## config.mk

```make
export PLATFORM = sky130hd
export DESIGN_NAME = spi_master_param
export DESIGN_NICKNAME = d
export VERILOG_FILES = /design/src/rtl/spi_pkg.sv /design/src/rtl/spi_sck_gen.sv /design/src/rtl/spi_master_param.sv
export SDC_FILE = /design/constraint.sdc
export NUM_CORES = 1
export LEC_CHECK = 0
export ABC_CLOCK_PERIOD_IN_PS = 3700
export CAP_MARGIN = 30
export CORE_MARGIN = 10
export CORE_UTILIZATION = 58
export CTS_CLUSTER_DIAMETER = 80
export DETAILED_ROUTE_END_ITERATION = 12
export PLACE_DENSITY = 0.95
export SYNTH_ARGS = -nofsm -noshare
export SYNTH_HDL_FRONTEND = slang
export SYNTH_SLANG_ARGS = --single-unit
```

## constraint.sdc

```tcl
create_clock -name clk -period 3.7 [get_ports clk]
set_input_delay 0.74 -clock clk [delete_from_list [all_inputs] [get_ports clk]]
set_output_delay 0.74 -clock clk [all_outputs]
set_load 0.1 [all_outputs]
```

## src/rtl/spi_pkg.sv

```systemverilog
// ----------------------------------------------------------------------------
// spi_pkg
// Shared types and helpers for the parametrised SPI master.
//   state_t    : transfer sequencer states (IDLE, LEAD, XFER, TRAIL)
//   MODE0..3   : SPI modes encoded as {CKP, CPH}
//   cnt_width  : width of a counter that must hold the value n
// ----------------------------------------------------------------------------
package spi_pkg;

  typedef enum logic [1:0] {
    IDLE  = 2'd0,
    LEAD  = 2'd1,
    XFER  = 2'd2,
    TRAIL = 2'd3
  } state_t;

  localparam logic [1:0] MODE0 = 2'b00;
  localparam logic [1:0] MODE1 = 2'b01;
  localparam logic [1:0] MODE2 = 2'b10;
  localparam logic [1:0] MODE3 = 2'b11;

  function automatic int cnt_width(input int n);
    return $clog2(n + 1);
  endfunction

endpackage

```

## src/rtl/spi_sck_gen.sv

```systemverilog
// ----------------------------------------------------------------------------
// spi_sck_gen
// SCK timebase for the SPI master. A divider produces a tick every CLK_DIV
// clk cycles while 'run' is high; every tick with 'toggle_en' high is one SCK
// edge, numbered 1..EDGES.
// Ports:
//   clk, rst    : system clock, asynchronous active-high reset
//   run         : divider runs (any non-idle state); low clears everything
//   toggle_en   : ticks produce SCK edges (the tick ending LEAD is edge 1)
//   tick        : divider terminal count, one clk cycle wide
//   phase       : SCK relative to its idle level (0 = idle)
//   edge_num    : number of the edge occurring on this tick
//   lead_edge   : odd-numbered edge happening now
//   trail_edge  : even-numbered edge happening now
//   last_edge   : edge_num equals EDGES
// ----------------------------------------------------------------------------
module spi_sck_gen
  import spi_pkg::*;
#(
  parameter int CLK_DIV = 2,
  parameter int EDGES   = 32,
  parameter int EW      = cnt_width(EDGES)
) (
  input  logic          clk,
  input  logic          rst,
  input  logic          run,
  input  logic          toggle_en,
  output logic          tick,
  output logic          phase,
  output logic [EW-1:0] edge_num,
  output logic          lead_edge,
  output logic          trail_edge,
  output logic          last_edge
);

  localparam int DIV_W = (CLK_DIV > 1) ? $clog2(CLK_DIV) : 1;

  logic [DIV_W-1:0] div_cnt;
  logic [EW-1:0]    edge_cnt;
  logic             edge_now;

  assign tick       = run && (div_cnt == DIV_W'(CLK_DIV - 1));
  assign edge_now   = tick && toggle_en;
  assign edge_num   = edge_cnt + EW'(1);
  assign lead_edge  = edge_now && edge_num[0];
  assign trail_edge = edge_now && !edge_num[0];
  assign last_edge  = (edge_num == EW'(EDGES));

  // Divider and edge bookkeeping restart from zero whenever the master idles,
  // so every transfer sees identical SCK timing.
  always_ff @(posedge clk or posedge rst) begin
    if (rst) begin
      div_cnt  <= '0;
      edge_cnt <= '0;
      phase    <= 1'b0;
    end else if (!run) begin
      div_cnt  <= '0;
      edge_cnt <= '0;
      phase    <= 1'b0;
    end else begin
      div_cnt <= tick ? '0 : div_cnt + DIV_W'(1);
      if (edge_now) begin
        edge_cnt <= edge_num;
        phase    <= ~phase;
      end
    end
  end

endmodule

```

## src/rtl/spi_master_param.sv

```systemverilog
// ----------------------------------------------------------------------------
// spi_master_param
// Parametrised SPI master: shifts data_in out on MOSI while capturing MISO,
// all four CKP/CPH modes, NUM_CS active-low chip selects, start/busy/done
// handshake.
// Optional feature: define SPI_MASTER_LSB_FIRST_EN to add the 'lsb_first'
// input (latched at start, 1 = LSB first). Without it, MSB first is fixed.
// Ports:
//   clk, rst        : system clock, asynchronous active-high reset
//   strt            : start request, honoured only while idle
//   CKP, CPH        : SCK idle level / sample-on-trailing-edge, latched at start
//   cs_sel          : target slave, latched at start (out of range = no CS)
//   lsb_first       : (optional) bit order, latched at start
//   data_in         : word to transmit, latched at start
//   MISO            : serial data from slave
//   MOSI, SCK, CS   : serial data out, serial clock, active-low selects
//   busy            : transfer in progress
//   done            : one-cycle pulse when rx_data is updated
//   rx_data         : last received word
// ----------------------------------------------------------------------------
module spi_master_param
  import spi_pkg::*;
#(
  parameter int DATA_W  = 16,
  parameter int CLK_DIV = 2,
  parameter int NUM_CS  = 2,
  localparam int CS_W   = (NUM_CS > 1) ? $clog2(NUM_CS) : 1
) (
  input  logic              clk,
  input  logic              rst,
  input  logic              strt,
  input  logic              CKP,
  input  logic              CPH,
  input  logic [CS_W-1:0]   cs_sel,
`ifdef SPI_MASTER_LSB_FIRST_EN
  input  logic              lsb_first,
`endif
  input  logic [DATA_W-1:0] data_in,
  input  logic              MISO,
  output logic              MOSI,
  output logic              SCK,
  output logic [NUM_CS-1:0] CS,
  output logic              busy,
  output logic              done,
  output logic [DATA_W-1:0] rx_data
);

  localparam int EDGES = 2 * DATA_W;
  localparam int EW    = cnt_width(EDGES);
  localparam int BIT_W = cnt_width(DATA_W);

  state_t            state, state_next;
  logic [1:0]        mode_l;
  logic [CS_W-1:0]   cs_l;
  logic [DATA_W-1:0] tx_word;
  logic [DATA_W-1:0] rx_sr;
  logic [DATA_W-1:0] rx_q;
  logic [BIT_W-1:0]  bit_cnt, bit_cnt_next;
  logic              mosi_q, done_q;
  logic              lsb_l, lsb_start;

  logic              run, toggle_en, tick, phase;
  logic [EW-1:0]     edge_num, tx_idx, tx_pos;
  logic              lead_edge, trail_edge, last_edge;
  logic              cph_mode, sample, shift, xfer_end, start, next_bit;

`ifdef SPI_MASTER_LSB_FIRST_EN
  assign lsb_start = lsb_first;

  always_ff @(posedge clk or posedge rst) begin
    if (rst)
      lsb_l <= 1'b0;
    else if (start)
      lsb_l <= lsb_first;
  end
`else
  assign lsb_start = 1'b0;
  assign lsb_l     = 1'b0;
`endif

  assign start     = (state == IDLE) && strt;
  assign run       = (state != IDLE);
  assign toggle_en = (state == LEAD) || (state == XFER);

  spi_sck_gen #(
    .CLK_DIV (CLK_DIV),
    .EDGES   (EDGES),
    .EW      (EW)
  ) u_sck_gen (
    .clk        (clk),
    .rst        (rst),
    .run        (run),
    .toggle_en  (toggle_en),
    .tick       (tick),
    .phase      (phase),
    .edge_num   (edge_num),
    .lead_edge  (lead_edge),
    .trail_edge (trail_edge),
    .last_edge  (last_edge)
  );

  // Edge roles. Edge k shifts out bit k/2 in both phases: even edges for
  // CPH=0 (never the final edge), odd edges for CPH=1 (edge 1 re-presents
  // the bit already driven in LEAD).
  always_comb begin
    cph_mode     = mode_l inside {MODE1, MODE3};
    sample       = cph_mode ? trail_edge : lead_edge;
    shift        = cph_mode ? lead_edge : (trail_edge && !last_edge);
    bit_cnt_next = sample ? bit_cnt + BIT_W'(1) : bit_cnt;
    xfer_end     = tick && last_edge && (bit_cnt_next == BIT_W'(DATA_W));
    tx_idx       = edge_num >> 1;
    tx_pos       = lsb_l ? tx_idx : EW'(DATA_W - 1) - tx_idx;
    next_bit     = |(tx_word & (DATA_W'(1) << tx_pos));
  end

  always_ff @(posedge clk or posedge rst) begin
    if (rst)
      state <= IDLE;
    else
      state <= state_next;
  end

  always_comb begin
    state_next = state;
    case (state)
      IDLE:    if (strt)     state_next = LEAD;
      LEAD:    if (tick)     state_next = XFER;
      XFER:    if (xfer_end) state_next = TRAIL;
      TRAIL:   if (tick)     state_next = IDLE;
      default:               state_next = IDLE;
    endcase
  end

  // Shift registers, latched configuration and the done/rx_data handoff.
  always_ff @(posedge clk or posedge rst) begin
    if (rst) begin
      mode_l  <= MODE0;
      cs_l    <= '0;
      tx_word <= '0;
      rx_sr   <= '0;
      rx_q    <= '0;
      bit_cnt <= '0;
      mosi_q  <= 1'b0;
      done_q  <= 1'b0;
    end else begin
      done_q <= 1'b0;
      if (start) begin
        mode_l  <= {CKP, CPH};
        cs_l    <= cs_sel;
        tx_word <= data_in;
        bit_cnt <= '0;
        mosi_q  <= lsb_start ? data_in[0] : data_in[DATA_W-1];
      end else begin
        if (sample) begin
          rx_sr   <= lsb_l ? {MISO, rx_sr[DATA_W-1:1]}
                           : {rx_sr[DATA_W-2:0], MISO};
          bit_cnt <= bit_cnt_next;
        end
        if (shift)
          mosi_q <= next_bit;
        if ((state == TRAIL) && tick) begin
          rx_q   <= rx_sr;
          done_q <= 1'b1;
        end
      end
    end
  end

  // Chip selects decode straight from state so reset releases them at once.
  always_comb begin
    CS = '1;
    if (state != IDLE) begin
      for (int i = 0; i < NUM_CS; i++) begin
        if (int'(cs_l) == i)
          CS[i] = 1'b0;
      end
    end
  end

  assign SCK     = mode_l[1] ^ phase;
  assign MOSI    = mosi_q;
  assign busy    = (state != IDLE);
  assign done    = done_q;
  assign rx_data = rx_q;

endmodule

```

; Yosys cells after proc, flatten, opt, wreduce, memory -nomap -nowiden
; Cells that the tools add are included.
[totals]
regBits = 68
inputBits = 23
output_inout_bits = 22
wordCells = 77
[op_classes]
n_addsub = 4
n_eq_ne = 12
n_shift = 1
mux = 23
n_bitwise = 4
reduce_logical = 21
[op_table]
columns = operator, count
row1 = bitwise AND 16 bit, 1
row2 = OR reduction 16 bit, 1
row3 = << shifter 1 x 6 -> 16 bit (first input constant), 1
row4 = 2-to-1 mux 5 bit, 3
row5 = 2-to-1 mux 1 bit, 12
row6 = 2-to-1 mux 6 bit, 2
row7 = 2-to-1 mux 2 bit, 5
row8 = inequality test 2 bit (second input constant), 5
row9 = logical AND 1 bit, 9
row10 = one-hot mux 2 bit (4 select lines), 1
row11 = nonzero test 2 bit, 4
row12 = adder 6 x 1 -> 6 bit (second input constant), 1
row13 = == test 2 bit (second input constant), 3
row14 = == test 6 bit (second input constant), 1
row15 = subtractor 4 x 5 -> 6 bit (first input constant), 1
row16 = adder 5 x 1 -> 5 bit (second input constant), 1
row17 = == test 5 bit (second input constant), 1
row18 = == test 2 x 1 -> 1 bit (second input constant), 2
row19 = AND reduction 2 bit, 2
row20 = AND reduction 4 bit, 1
row21 = logical NOT 1 bit, 2
row22 = logical NOT 2 bit, 1
row23 = NOT 1 bit, 2
row24 = adder 1 bit (second input constant), 1
row25 = 2 further kinds, 2

; Logic depth before layout (Yosys ltp)
[depth]
depth_word = 10
mapped_depth = 8
mapped_depth_nobuf = 8

; Hierarchy
; From an unflattened synthesis, not the netlist that was laid out.
[hier_totals]
hier_cells = 288
area_unflattened_um2 = 3144.3
[by_module_without_submodules]
columns = module, n_inst, cells_each, area_per_inst_um2, seq_area_each_um2
row1 = spi_master_param, 1, 241, 2676.3, 1501.4
row2 = spi_sck_gen, 1, 47, 467.9, 200.2

; Least setup slack after synthesis
; No wires, ideal clock.
[synth_path]
kind = reg-to-output
startpoint = register state[0]
endpoint = output port CS[1]
arrival_time_ns = 2.059
required_time_ns = 2.960
path_slack_ns = 0.901
stages_incl_launch_ff = 5
path_buffers = 0
cell_sequence = dfrtp_1 > inv_1 > ha_1 > inv_1 > nand2_1
[synth_between]
elab_chain_cells = 2
[synth_rtl]
columns = item, line
row1 = from (decl), spi_master_param.sv:52  ; state_t state, state_next;
row2 = from (signal assigned), spi_master_param.sv:120  ; state <= state_next;
row3 = nonzero test 2 bit, --
row4 = named net busy, spi_master_param.sv:43  ; output logic busy,
row5 = 2-to-1 mux 2 bit, spi_master_param.sv:172  ; if (state != IDLE) begin
row6 = to (decl), spi_master_param.sv:42  ; output logic [NUM_CS-1:0] CS,
; The timed path passes the listed nets, and every way through them passes these cells.

; Worst setup path after layout
[layout_path]
startpoint = register state[1]
endpoint = register state[1]
[layout_between]
elab_chain_cells = 10
word_cells_on_any_way = 21
cone_classes = eq/ne (8) / mux (3) / reduce/logical (10)
[layout_rtl]
columns = item, line
row1 = "== test 2 x 1 -> 1 bit, or another cell as far along", "spi_master_param.sv:83, spi_master_param.sv:125"
row2 = logical OR 1 bit or logical AND 1 bit (tied branches), "spi_master_param.sv:83, spi_sck_gen.sv:42"
row3 = logical AND 1 bit, spi_sck_gen.sv:43  ; assign edge_now = tick && toggle_en;
row4 = logical AND 1 bit (on tied branches), "spi_sck_gen.sv:45, spi_sck_gen.sv:46"
row5 = 2-to-1 mux 1 bit, spi_master_param.sv:107  ; sample = cph_mode ? trail_edge : lead_edge;
row6 = 2-to-1 mux 5 bit, spi_master_param.sv:109  ; bit_cnt_next = sample ? bit_cnt + BIT_W'(1) : bit_cnt;
row7 = == test 5 bit, spi_master_param.sv:110  ; xfer_end = tick && last_edge && (bit_cnt_next == BIT_W'(DATA_W));
row8 = logical AND 1 bit, spi_master_param.sv:110
row9 = inequality test 2 bit (no line), --
row10 = AND reduction 4 bit (no line), --
; Several ways; a longest one is shown, not always the timed one.
; A chain may end at the register's enable or synchronous reset.

==> key figures <==
Status
  – Outcome: finished clean

Placement
  – Setup slack at placement: 1.09 ns
  – Routability cong.: 0.791
  – IO buf count: 44
  – DP Area: 0.00363 sq mm
  – Dpl hpwl: 4.66 mm

Yosys
  – Synth top area share: 0.534
  – Synth Register Bits: 68
  – Ys async rst share: 1.00
  – Seq/Total Area, Yosys: 0.534
  – Synth Cell Area: 0.00319 sq mm
  – Avg Cell Area, Syn: 10.7 sq um
  – EDFF count, synth: 0
  – Syn. warnings: 0
  – Count of cell types in the netlist: 42
  – Area contributors post-synth: dfrtp_1 (53%), mux2_2 (12%), nand2_1 (8.8%)
  – Primary FF master, synth: dfrtp_1
  – Post-Syn Nets: 326
  – Cell accounting for the most synthesized area: dfrtp_1
  – Gate count of the mapped netlist: 297

Power
  – Pleak: 1.88 nW
  – Pwr per Cell Area: 386 mW/mm^2
  – Max IR drop VDD: 0.393 mV
  – Post-layout power: 1.49 mW

Critical path
  – Worst path slowest cell: dfrtp_1
  – Worst Path Max Fanout: 24
  – Crit path DAT: 2.87 ns
  – R2R depth: 9
  – CP Buf/Inv Count: 2
  – Worst path required time: 3.94 ns
  – Setup CP Type: flip-flop to flip-flop
  – Critical Path, Cell by Cell: inv_1, ha_1, nand3b_1, nor2_2, buf_4, a211oi_1, a41o_1, a41oi_1, mux2_2
  – Worst r2r src: state[1]$_DFFE_PP0P_
  – FF-to-FF End: state[1]$_DFFE_PP0P_
  – Crit end category: flip-flop
  – R2R setup slack: 1.07 ns
  – CP delay by family, top: compound AO/OA/AOI/OAI gates
  – Max incr delay on CP: 0.40 ns
  – Startpoint Class: flip-flop

GRT
  – Initial antenna violation count: 0
  – Vias in the first global route: 2366
  – First-pass GRT wire length: 11.1 mm
  – Largest net degree at the start of global routing: 46
  – GR Util All Layers: 0.159
  – Overflow left after global routing: 0

Route
  – Vias: 2237
  – Post-route DRC: 0
  – Final WL: 6.58 mm
  – 1st-pass router iterations: 4
  – Final ANT Viol Nets: 0
  – Routed WL per cell: 15.9 microns
  – Initial DRC count: 96
  – Via density: 5.40

Clock network
  – # clock sinks: 68
  – Hold_buf cts: 0
  – CTS tree: done
  – CTS Root Cell: clkbuf_8
  – Post-CTS setup buffers: 0
  – Clk_lat worst skew: 0.35 ns
  – Reg clk slew, reported paths: 0.07 ns
  – Total CTS buffers: 9
  – Post-CTS sizing: 0
  – H-tree depth: 3
  – Clk buf depth: 2

Floorplan
  – Starting Density: 0.613
  – Chip height: 94.2 microns
  – Area of the core: 0.00520 sq mm
  – Die area: 0.00887 sq mm
  – Die Wd: 94.2 microns
  – Number of core rows: 26
  – Ports: 45

Cells and area
  – Share of cells above drive strength 1: 0.180
  – Fin area: 0.00385 sq mm
  – Ant diodes: 0
  – Nets@finish: 369
  – Commonest non-fill, non-tap cell in the layout: nand2_1
  – P&R area growth vs syn: 20.9%
  – Commonest non-fill, non-tap cells in the layout: nand2_1 (75), dfrtp_1 (68), clkdlybuf4s50_1 (40)

Flow run
  – Max cap viols: 0

Timing
  – Slew Viols, Final: 0
  – Setup TNS Final: 0 ns
  – Fmax: 0.380 GHz
  – Setup violators final: 0
  – Clock Skews: 0.00864 ns
  – Period minus WS final: 2.63 ns
  – Final Hold Vio Count: 0
  – Setup ws final: 1.07 ns
  – Period utilisation layout: 0.711
  – Slew @ Worst Pin: 0.993 ns
  – Unrepaired setup endpoints after global routing: no
  – Max_slew headroom: 0.336

Worst hold path
  – Worst Hold End: tx_word[0]$_DFFE_PP0P_
  – Worst min-delay path class: flip-flop to flip-flop
  – Hold Crit Depth: 2
  – Hold Crit Start: tx_word[0]$_DFFE_PP0P_
[tightest hold or removal path, cell delays in order (launching register included)]
cell and delay [ns]:
dfrtp_1 0.34, nand2_1 0.05, nand2_1 0.06
[where the power goes]
part | internal [mW] | switching, mW
registers | 0.750 | 0.00550
clock network | 0.411 | 0.274
logic | 0.0265 | 0.0196
total | 1.19 | 0.299
[sequential cells by signal, indices dropped and copies added (netlist names)]
name,flops
MOSI,1
bit_cnt,5
cs_l,1
done,1
mode_l,2
rx_data,16
rx_sr,16
state,2
tx_word,16
u_sck_gen.div_cnt,1
u_sck_gen.edge_cnt,6
u_sck_gen.phase,1
[metal layers]
| layer | routed length [microns] | vias to the layer above | global-route usage |
|---|---|---|---|
| met2 | 3390 | 46 | 0.275 |
| met3 | 487 | 9 | 0.0783 |
| li1 | - | 1073 | - |
| met1 | 2610 | 1109 | 0.162 |
| met4 | 95 | 0 | 0.0570 |
| met5 | 0 | - | 0 |
[cell type report]
class | instances | area (sq um)
Fill cell | 367 | 1350
Inverter | 7 | 26.3
Tap cell | 70 | 87.6
Multi-Input combinational cell | 207 | 1360
Clock inverter | 4 | 72.6
Clock buffer | 11 | 151
Timing Repair Buffer | 47 | 453
Sequential cell | 68 | 1700
[metrics by stage]
stage | hold slack [ns] | std cells | util
final | 0.476 | 414 | 0.741
after global routing | 0.503 | 414 | 0.741
after CTS | 0.480 | 414 | 0.741
after detailed placement | 0.464 | 399 | 0.698
after global placement | 0.453 | 399 | 0.698
after floorplan | 0.438 | 297 | -
[how the worst max path moves through the flow]
stage / start / end / slack [ns] / cells after the start
floorplan: state[0]$_DFFE_PP0P_ / CS[1] / 0.90 / 4
global placement: state[0]$_DFFE_PP0P_ / state[1]$_DFFE_PP0P_ / 1.20 / 9
detailed placement: state[0]$_DFFE_PP0P_ / state[1]$_DFFE_PP0P_ / 1.09 / 9
CTS: state[0]$_DFFE_PP0P_ / state[1]$_DFFE_PP0P_ / 1.07 / 9
global route: state[1]$_DFFE_PP0P_ / state[1]$_DFFE_PP0P_ / 0.83 / 9
finish: state[1]$_DFFE_PP0P_ / state[1]$_DFFE_PP0P_ / 1.07 / 9
[logic make-up after synthesis]
| family | share of synthesized area |
|---|---|
| adders and majority gates | 0.0235 |
| and+or+nand+nor | 0.157 |
| AOI/OAI and AO/OA | 0.0557 |
| DFF | 0.534 |
| xor gates and xnor gates | 0.0471 |
| buffers and inverters | 0.0400 |
| muxes | 0.143 |
[synth_stat cells (2+ instances only)]
| cell type | number |
|---|---|
| a21oi_1 | 8 |
| buf_6 | 4 |
| clkbuf_1 | 8 |
| dfrtp_1 | 68 |
| ha_1 | 6 |
| inv_1 | 7 |
| mux2_1 | 2 |
| mux2_2 | 34 |
| mux2i_1 | 5 |
| nand2_1 | 75 |
| nand3_1 | 6 |
| nand4_1 | 4 |
| nor2_1 | 18 |
| nor2b_1 | 2 |
| nor3b_1 | 2 |
| o21ai_0 | 7 |
| o22ai_1 | 2 |
| or3_1 | 3 |
| xnor2_1 | 4 |
| xor2_1 | 10 |
Power figures use the tool's default switching activity.
